==> config.mk <==
export PLATFORM = sky130hd
export DESIGN_NAME = ram_burst_ctrl
export DESIGN_NICKNAME = d
export VERILOG_FILES = /design/src/rtl/ram_ctrl_pkg.sv /design/src/rtl/ram_burst_ctrl.sv
export SDC_FILE = /design/constraint.sdc
export NUM_CORES = 1
export LEC_CHECK = 0
export CAP_MARGIN = 15
export CORE_ASPECT_RATIO = 0.5
export CORE_MARGIN = 2
export CORE_UTILIZATION = 46
export CTS_CLUSTER_SIZE = 25
export DETAILED_ROUTE_END_ITERATION = 8
export PLACE_DENSITY_LB_ADDON = 0.08
export REMOVE_ABC_BUFFERS = 1
export SYNTH_ARGS = -nofsm -noshare
export SYNTH_HDL_FRONTEND = slang
export SYNTH_SLANG_ARGS = --single-unit
==> constraint.sdc <==
create_clock -name clk -period 1.94 [get_ports clk]
set_input_delay 0.194 -clock clk [delete_from_list [all_inputs] [get_ports clk]]
set_output_delay 0.194 -clock clk [all_outputs]
set_load 0.02 [all_outputs]
==> src/rtl/ram_ctrl_pkg.sv <==
// ram_ctrl_pkg: shared types and default widths for ram_burst_ctrl.
// Holds the FSM state enum and the read-latency limit.
package ram_ctrl_pkg;

   localparam int AW_DEF     = 10;
   localparam int DW_DEF     = 8;
   localparam int LW_DEF     = 8;
   localparam int MAX_RD_LAT = 3;
   localparam int WAIT_W     = $clog2(MAX_RD_LAT + 1);

   typedef enum logic [2:0] {
      IDLE,
      WRITE,
      RD_ISSUE,
      RD_WAIT,
      RD_HOLD,
      DONE
   } state_e;

endpackage

==> src/rtl/ram_burst_ctrl.sv <==
// ram_burst_ctrl: burst read/write master for a single-port sync RAM.
// Optional macro RAM_ADDR_WRAP_EN: address wraps, no overrun rejection.
module ram_burst_ctrl
   import ram_ctrl_pkg::*;
#(
   parameter int AW     = AW_DEF,
   parameter int DW     = DW_DEF,
   parameter int LW     = LW_DEF,
   parameter int RD_LAT = 1
) (
   input  logic          clk,
   input  logic          rst_n,
   input  logic          cmd_valid,
   output logic          cmd_ready,
   input  logic          cmd_write,
   input  logic [AW-1:0] cmd_addr,
   input  logic [LW-1:0] cmd_len,
   input  logic          wr_valid,
   output logic          wr_ready,
   input  logic [DW-1:0] wr_data,
   output logic          rd_valid,
   input  logic          rd_ready,
   output logic [DW-1:0] rd_data,
   output logic          ram_we,
   output logic [AW-1:0] ram_addr,
   output logic [DW-1:0] ram_din,
   input  logic [DW-1:0] ram_dout,
   output logic          busy,
   output logic          done,
   output logic          err
);

   state_e              state_q;
   logic [AW-1:0]       addr_q;
   logic [LW-1:0]       beats_q;
   logic [WAIT_W-1:0]   wait_q;
   logic                cmd_ready_q;
   logic                wr_ready_q;
   logic                rd_valid_q;
   logic [DW-1:0]       rd_data_q;
   logic                ram_we_q;
   logic [AW-1:0]       ram_addr_q;
   logic [DW-1:0]       ram_din_q;
   logic                busy_q;
   logic                done_q;
   logic                err_q;

   logic                reject_d;
   logic [AW-1:0]       addr_inc_d;
   logic [LW-1:0]       beats_dec_d;

   assign addr_inc_d  = addr_q + AW'(1);
   assign beats_dec_d = beats_q - LW'(1);

`ifdef RAM_ADDR_WRAP_EN
   // Counter wraps modulo 2^AW, so no burst is ever rejected.
   assign reject_d = 1'b0;
`else
   // Reject when the last beat would fall past the top of the RAM.
   logic [AW:0] end_addr_d;
   assign end_addr_d = {1'b0, cmd_addr} + (AW+1)'(cmd_len);
   assign reject_d   = end_addr_d[AW];
`endif

   // Burst FSM with every output held in a register.
   always_ff @(posedge clk or negedge rst_n) begin
      if (!rst_n) begin
         state_q     <= IDLE;
         addr_q      <= '0;
         beats_q     <= '0;
         wait_q      <= '0;
         cmd_ready_q <= 1'b0;
         wr_ready_q  <= 1'b0;
         rd_valid_q  <= 1'b0;
         rd_data_q   <= '0;
         ram_we_q    <= 1'b0;
         ram_addr_q  <= '0;
         ram_din_q   <= '0;
         busy_q      <= 1'b0;
         done_q      <= 1'b0;
         err_q       <= 1'b0;
      end else begin
         ram_we_q <= 1'b0;
         done_q   <= 1'b0;
         err_q    <= 1'b0;
         unique case (state_q)
            IDLE: begin
               cmd_ready_q <= 1'b1;
               if (cmd_valid && cmd_ready_q) begin
                  cmd_ready_q <= 1'b0;
                  busy_q      <= 1'b1;
                  addr_q      <= cmd_addr;
                  beats_q     <= cmd_len;
                  if (reject_d) begin
                     state_q <= DONE;
                     done_q  <= 1'b1;
                     err_q   <= 1'b1;
                  end else if (cmd_write) begin
                     state_q    <= WRITE;
                     wr_ready_q <= 1'b1;
                  end else begin
                     state_q    <= RD_ISSUE;
                     ram_addr_q <= cmd_addr;
                  end
               end
            end
            WRITE: begin
               if (wr_valid && wr_ready_q) begin
                  ram_we_q   <= 1'b1;
                  ram_addr_q <= addr_q;
                  ram_din_q  <= wr_data;
                  addr_q     <= addr_inc_d;
                  beats_q    <= beats_dec_d;
                  if (beats_q == '0) begin
                     wr_ready_q <= 1'b0;
                     state_q    <= DONE;
                     done_q     <= 1'b1;
                  end
               end
            end
            RD_ISSUE: begin
               state_q <= RD_WAIT;
               wait_q  <= WAIT_W'(RD_LAT - 1);
            end
            RD_WAIT: begin
               if (wait_q == '0) begin
                  rd_data_q  <= ram_dout;
                  rd_valid_q <= 1'b1;
                  state_q    <= RD_HOLD;
               end else begin
                  wait_q <= wait_q - WAIT_W'(1);
               end
            end
            RD_HOLD: begin
               if (rd_ready && rd_valid_q) begin
                  rd_valid_q <= 1'b0;
                  if (beats_q == '0) begin
                     state_q <= DONE;
                     done_q  <= 1'b1;
                  end else begin
                     addr_q     <= addr_inc_d;
                     beats_q    <= beats_dec_d;
                     ram_addr_q <= addr_inc_d;
                     state_q    <= RD_ISSUE;
                  end
               end
            end
            DONE: begin
               busy_q      <= 1'b0;
               cmd_ready_q <= 1'b1;
               state_q     <= IDLE;
            end
            default: state_q <= IDLE;
         endcase
      end
   end

   assign cmd_ready = cmd_ready_q;
   assign wr_ready  = wr_ready_q;
   assign rd_valid  = rd_valid_q;
   assign rd_data   = rd_data_q;
   assign ram_we    = ram_we_q;
   assign ram_addr  = ram_addr_q;
   assign ram_din   = ram_din_q;
   assign busy      = busy_q;
   assign done      = done_q;
   assign err       = err_q;

endmodule

==> flow_summary.json, run 1 <==
{
  "crit_chain": "nor2b_4, a221o_1, a211oi_4, buf_4, nand2_4, mux2_4",
  "slowest_stage": "dfrtp_2",
  "yosysUniqueCellTypes": 51,
  "worst_ep_arrival_time_ns": 2.18,
  "ir_worst_vdd_mv": 0.821,
  "die_w_um": 124,
  "clk_pin_slew_ns": 0.08,
  "utilization": 0.704,
  "finalCritPeriodShare": 1.03,
  "final_area_um2": 4810,
  "die_h_um": 64.1,
  "clock-sinks": 56,
  "htreeDepth": 2,
  "synth_compound_area_frac": 0.235,
  "maxSlewHeadroom": 0.601,
  "status": "finished with violations",
  "yosysMostFrequentCell": "dfrtp_1",
  "worst-endpoint-required_ns": 2.13,
  "start_kind": "register",
  "fmax_mhz": 503,
  "first_global_vias": 3196,
  "synth_top_family_by_area": "compound AO/OA/AOI/OAI gates",
  "grt_usage": 0.253,
  "vias": 3327,
  "grt_start_max_net_pins": 36,
  "antenna_found_initial": 0,
  "synth.top_cells.by_area": "dfrtp_1, mux2_2, a21oi_1",
  "grt_pass1_wl_mm": 15.4,
  "busiest_layer": "met2",
  "postSynthAreaPerCell_um2": 9.22,
  "critPathBufInv": 1,
  "ant_nets": 0,
  "rows": 21,
  "yosys-top-cells-count": "dfrtp_1, a21oi_1, o21ai_0, nand2_1, mux2_2",
  "violations": "setup timing",
  "skew_ns": 0.00498,
  "synth-xor-area-share": 0.0158,
  "tightest_slew_ns": 0.598,
  "fillers": 541,
  "worst_slack_ns": -0.0499,
  "via_per_inst": 5.86,
  "numCtsBuffers": 5,
  "grtUsageMet1": 0.336,
  "ys_dominant_reg_cell": "dfrtp_1",
  "r2r-end": "ram_addr[6]$_DFFE_PN0P_",
  "worst_path_largest_cell_delay_ns": 0.45,
  "use_met3": 0.0777,
  "async_flop_share": 1.00,
  "synth_top_area_frac": 0.422,
  "hp-class": "in2async",
  "rsz0062_at_grt": "true",
  "area.growth.synth_to_final_pct": 44.9,
  "firstDrtPassIters": 7,
  "clock_latency_ns": 0.30,
  "cts_root_buf": "clkbuf_16",
  "synthMuxAreaShare": 0.0942,
  "setup_viol": 9,
  "r2r_start": "state_q[0]$_DFFE_PN0P_",
  "dpl_worst_slack_ns": -0.414,
  "placed_cell_area_um2": 4480,
  "holdWs_ns": 0.425,
  "drt-initial-drc-count": 238,
  "ys_seq_elements": 56,
  "clockBufferDepth": 2,
  "seq_area_frac_synth": 0.422,
  "p_leak_uw": 0.00200,
  "cp_max_fo": 6,
  "drc_errors": 0,
  "start_util": 0.486,
  "hold_viol_final": 0,
  "ys.warnings.count": 0,
  "tritoncts": "yes",
  "avgRoutedWirePerCell_um": 17.6,
  "synthAdderAreaFrac": 0.0415,
  "total_power_uw": 9420,
  "rr_worst_depth": 6,
  "drive_gt1_frac": 0.229,
  "fin_crit_ns": 1.99,
  "hpwl_mm": 6.98,
  "syn_area_um2": 3320,
  "cp-startpoint": "state_q[0]$_DFFE_PN0P_",
  "ff2ff_setup_slack_ns": -0.05,
  "drv_slew": 0,
  "io_buffers": 72,
  "syn_inst": 360,
  "met2_usage": 0.401,
  "place.gp.congestion": 0.885,
  "overflow": 0,
  "final_nets": 526,
  "synth-edff-count": 0,
  "cellPowerDensity_nw_per_um2": 1960,
  "maxCapViolations": 0,
  "n_antenna_cell": 0,
  "end_kind": "register",
  "crit_type": "reg2reg",
  "synth-simple-area-share": 0.150,
  "crit_family": "compound AO/OA/AOI/OAI gates",
  "ios": 73,
  "drt-total-wl_mm": 9.99,
  "yosys.area.top_type": "dfrtp_1",
  "design.core.area_um2": 6830,
  "dieArea_um2": 7950
}
-- layout make-up --
| class | count | area (um2) | area share |
|---|---|---|---|
| clock buffer | 6 | 139 | 0.0289 |
| clock inverter | 2 | 15.0 | 0.00312 |
| inverter | 12 | 45.0 | 0.00937 |
| multi-input combinational | 272 | 1860 | 0.387 |
| sequential | 56 | 1400 | 0.292 |
| tap | 92 | 115 | 0.0239 |
| timing repair buffer | 128 | 1230 | 0.256 |
-- report_power, final --
part | switching [uW] | internal, uW
Combinational | 3190 | 3070
Sequential | 456 | 1740
Clock | 452 | 516
Total | 4100 | 5330
-- registers in the layout (all words and copies together) (netlist names) --
register / flops
addr_q: 10
beats_q: 8
busy: 1
cmd_ready: 1
done: 1
err: 1
ram_addr: 10
ram_din: 8
ram_we: 1
rd_data: 8
rd_valid: 1
state_q: 3
wait_q: 2
wr_ready: 1
-- logic make-up (layout without fill, tap and decap cells) --
family / after synthesis / count (layout)
AOI/OAI and AO/OA: 125 / 125
xor gates and xnor gates: 6 / 6
adders and majority gates: 11 / 11
buffers and inverters: 33 / 148
DFF: 56 / 56
muxes: 28 / 28
and+or+nand+nor: 101 / 102
-- routing by layer --
layer,routed length (um),up-vias,part of all wire
li1,-,1559,-
met1,4450,1608,0.45
met2,4580,146,0.46
met3,860,14,0.086
met4,94,0,0.0094
met5,0,-,0
-- placed cells by master, fill, tap and decap left out, types with 12 or more instances in the layout --
| master | synthesis | routed |
|---|---|---|
| a21oi_1 | 41 | 38 |
| buf_4 | 0 | 47 |
| clkdlybuf4s50_1 | 0 | 71 |
| dfrtp_1 | 56 | 55 |
| mux2_2 | 26 | 25 |
| nand2_1 | 27 | 27 |
| nand3_1 | 15 | 15 |
| nor2_1 | 23 | 23 |
| o21ai_0 | 29 | 27 |
| o22ai_1 | 12 | 12 |
-- how the worst max path moves through the flow --
stage                                    endpoint  cells past startpoint
after floorplan           ram_addr[0]$_DFFE_PN0P_                      5
after global placement    ram_addr[8]$_DFFE_PN0P_                      8
after detailed placement  ram_addr[1]$_DFFE_PN0P_                      8
after CTS                 ram_addr[1]$_DFFE_PN0P_                      5
after global routing      ram_addr[6]$_DFFE_PN0P_                      6
final                     ram_addr[6]$_DFFE_PN0P_                      6
-- repair_timing --
action | 4_1_cts | 5_1_grt
gates resized for setup | 5 | 17
hold buffers | 1 | 0
setup endpoints to repair | 10 | 24
setup buffers | 0 | 4
pin swaps | 0 | 7
endpoints found under the hold margin | 21 | 0
cloned | 1 | 2
-- metrics by stage --
stage / std cells / setup TNS [ns]
after floorplan: 339 / -14.90
after global placement: 552 / -4.43
after detailed placement: 552 / -4.99
after CTS: 562 / -0.0326
after global routing: 568 / -1.15
final: 568 / -0.283
-- worst register-to-register path, stage by stage, from the launching register on --
cell,delay (ns)
dfrtp_2,0.45
nor2b_4,0.14
a221o_1,0.40
a211oi_4,0.32
buf_4,0.18
nand2_4,0.08
mux2_4,0.31
Note: power is estimated with default switching activity, not from simulation.
==> run 2: changes to the inputs <==
- CORE_MARGIN: 2 -> default
==> run 2 against run 1 <==
Compared with the run above: the flow now finishes without violations; wire length down 4.9%; power down 3.4%; critical path depth unchanged; maximum frequency up 4.4%; utilization down 0.37 points; combinational power down 4.8%; non-clock buffer count up 2; global-route usage up 0.36 points; hold slack worse by 0.050 ns; worst setup slack better by 0.084 ns; first-iteration DRC count down 20%; flip-flop and latch count unchanged; largest cell class unchanged.
==> flow_summary.json, run 2 (synthesis gave the netlist of run 1 again) <==
{
  "vias": 3298,
  "clockBufferDepth": 2,
  "skew_ns": 0.0116,
  "clk_pin_slew_ns": 0.08,
  "utilization": 0.700,
  "worstHoldStart": "cmd_addr[1]",
  "clock-sinks": 56,
  "io_buffers": 72,
  "multi_input_area_um2": 1860,
  "avgRoutedWirePerCell_um": 16.7,
  "final_common_cell": "clkdlybuf4s50_1",
  "first_global_vias": 3019,
  "ios": 73,
  "ff2ff_setup_slack_ns": 0.03,
  "total_power_uw": 9100,
  "mostFrequentLayoutCells": "clkdlybuf4s50_1, dfrtp_1, buf_4, a21oi_1, o21ai_0",
  "fin_setup_tns_ns": 0,
  "cts_root_buf": "clkbuf_16",
  "min_to": "addr_q[1]$_DFFE_PN0P_",
  "cellPowerDensity_nw_per_um2": 1900,
  "drc_errors": 0,
  "start_kind": "register",
  "fin_crit_ns": 1.91,
  "ir_worst_vdd_mv": 0.893,
  "die_h_um": 62.1,
  "start_util": 0.486,
  "rr_worst_depth": 6,
  "drt-initial-drc-count": 191,
  "tightest_slew_ns": 0.437,
  "routedLengthMet1_mm": 4.35,
  "tritoncts": "yes",
  "p_leak_uw": 0.00199,
  "htreeDepth": 2,
  "drv_slew": 0,
  "grt_pass1_wl_mm": 14.6,
  "numCtsBuffers": 5,
  "n_antenna_cell": 0,
  "rows": 21,
  "worstHoldPathCells": 4,
  "grt_start_max_net_pins": 57,
  "r2r-end": "ram_addr[7]$_DFFE_PN0P_",
  "r2r_start": "state_q[0]$_DFFE_PN0P_",
  "ant_nets": 0,
  "wl_met3_um": 722,
  "maxCapViolations": 0,
  "dieArea_um2": 7580,
  "cp_max_fo": 6,
  "worst_ep_arrival_time_ns": 2.09,
  "hp-class": "in2reg",
  "overflow": 0,
  "fmax_mhz": 525,
  "routed.top_layer": "met4",
  "worst-endpoint-required_ns": 2.12,
  "fillers": 541,
  "crit_family": "compound AO/OA/AOI/OAI gates",
  "status": "finished clean",
  "hold_viol_final": 0,
  "drt-total-wl_mm": 9.50,
  "setup_viol": 0,
  "drive_gt1_frac": 0.234,
  "hpwl_mm": 6.87,
  "crit_chain": "nor2b_1, a221o_1, a211oi_4, buf_6, nand2_4, mux2_2",
  "design.core.area_um2": 6830,
  "worst_path_largest_cell_delay_ns": 0.46,
  "place.gp.congestion": 0.835,
  "end_kind": "register",
  "area.growth.synth_to_final_pct": 44.1,
  "grt_usage": 0.257,
  "die_w_um": 122,
  "final_nets": 528,
  "register_area_um2": 1400,
  "finalCritPeriodShare": 0.982,
  "critPathBufInv": 1,
  "crit_type": "reg2reg",
  "maxSlewHeadroom": 0.708,
  "clock_latency_ns": 0.30,
  "via_per_inst": 5.79,
  "holdWs_ns": 0.374,
  "slowest_stage": "dfrtp_2",
  "wl_met2_mm": 4.37,
  "antenna_found_initial": 0,
  "firstDrtPassIters": 5
}
==> run 2: tightest hold or removal path: cells and delay by family <==
| family | cells | cell delay (ns) |
|---|---|---|
| buf+inv | 2 | 0.32 |
| simple gates | 1 | 0.05 |
| compound gates | 1 | 0.07 |
==> run 2: per-stage QoR <==
step,worst slack (ns),cell area [um2],std cells
after global placement,-0.347,4500,557
after detailed placement,-0.403,4500,557
after CTS,-0.0137,4690,567
final,0.0345,4780,570
after floorplan,-0.664,3230,339
after global routing,-0.00951,4780,570
==> run 2: how the worst max path moves through the flow <==
stage | start | endpoint | slack (ns) | cells after the start
3_5_place_dp | cmd_addr[1] | ram_addr[7]$_DFFE_PN0P_ | -0.40 | 8
4_1_cts | state_q[2]$_DFFE_PN0P_ | ram_addr[7]$_DFFE_PN0P_ | -0.01 | 6
5_1_grt | state_q[0]$_DFFE_PN0P_ | addr_q[3]$_DFFE_PN0P_ | -0.01 | 7
2_1_floorplan | state_q[2]$_DFFE_PN0P_ | ram_addr[0]$_DFFE_PN0P_ | -0.66 | 5
6_report | state_q[0]$_DFFE_PN0P_ | ram_addr[7]$_DFFE_PN0P_ | 0.03 | 6
3_3_place_gp | cmd_addr[1] | ram_addr[7]$_DFFE_PN0P_ | -0.35 | 8
==> run 2: layout make-up <==
class	count	share of cell area
Inverter	12	0.00941
Timing Repair Buffer	130	0.253
Clock inverter	3	0.00523
Tap cell	92	0.0241
Multi-Input combinational cell	272	0.389
Clock buffer	5	0.0262
Sequential cell	56	0.293
==> run 2: routing by layer <==
layer / up-vias / track usage
met3: 9 / 0.0794
met4: 0 / 0.0540
met1: 1612 / 0.338
li1: 1571 / -
met2: 106 / 0.426
met5: - / 0
==> run 2: repair_timing <==
action                                  in CTS  in global routing
hold buffers                                 1                  0
gates resized for setup                      6                 19
cloned                                       1                  0
endpoints found under the setup margin      10                 25
pin swaps                                    0                  4
hold endpoints to repair                    56                  0
setup buffers                                0                  3
==> run 2: report_power, final <==
part | total [uW] | leakage [uW] | internal [uW] | switching (uW)
combinational | 5960 | 0.00127 | 2920 | 3050
clock | 956 | 0.0000708 | 490 | 466
sequential | 2180 | 0.000650 | 1740 | 444
total | 9100 | 0.00199 | 5150 | 3960
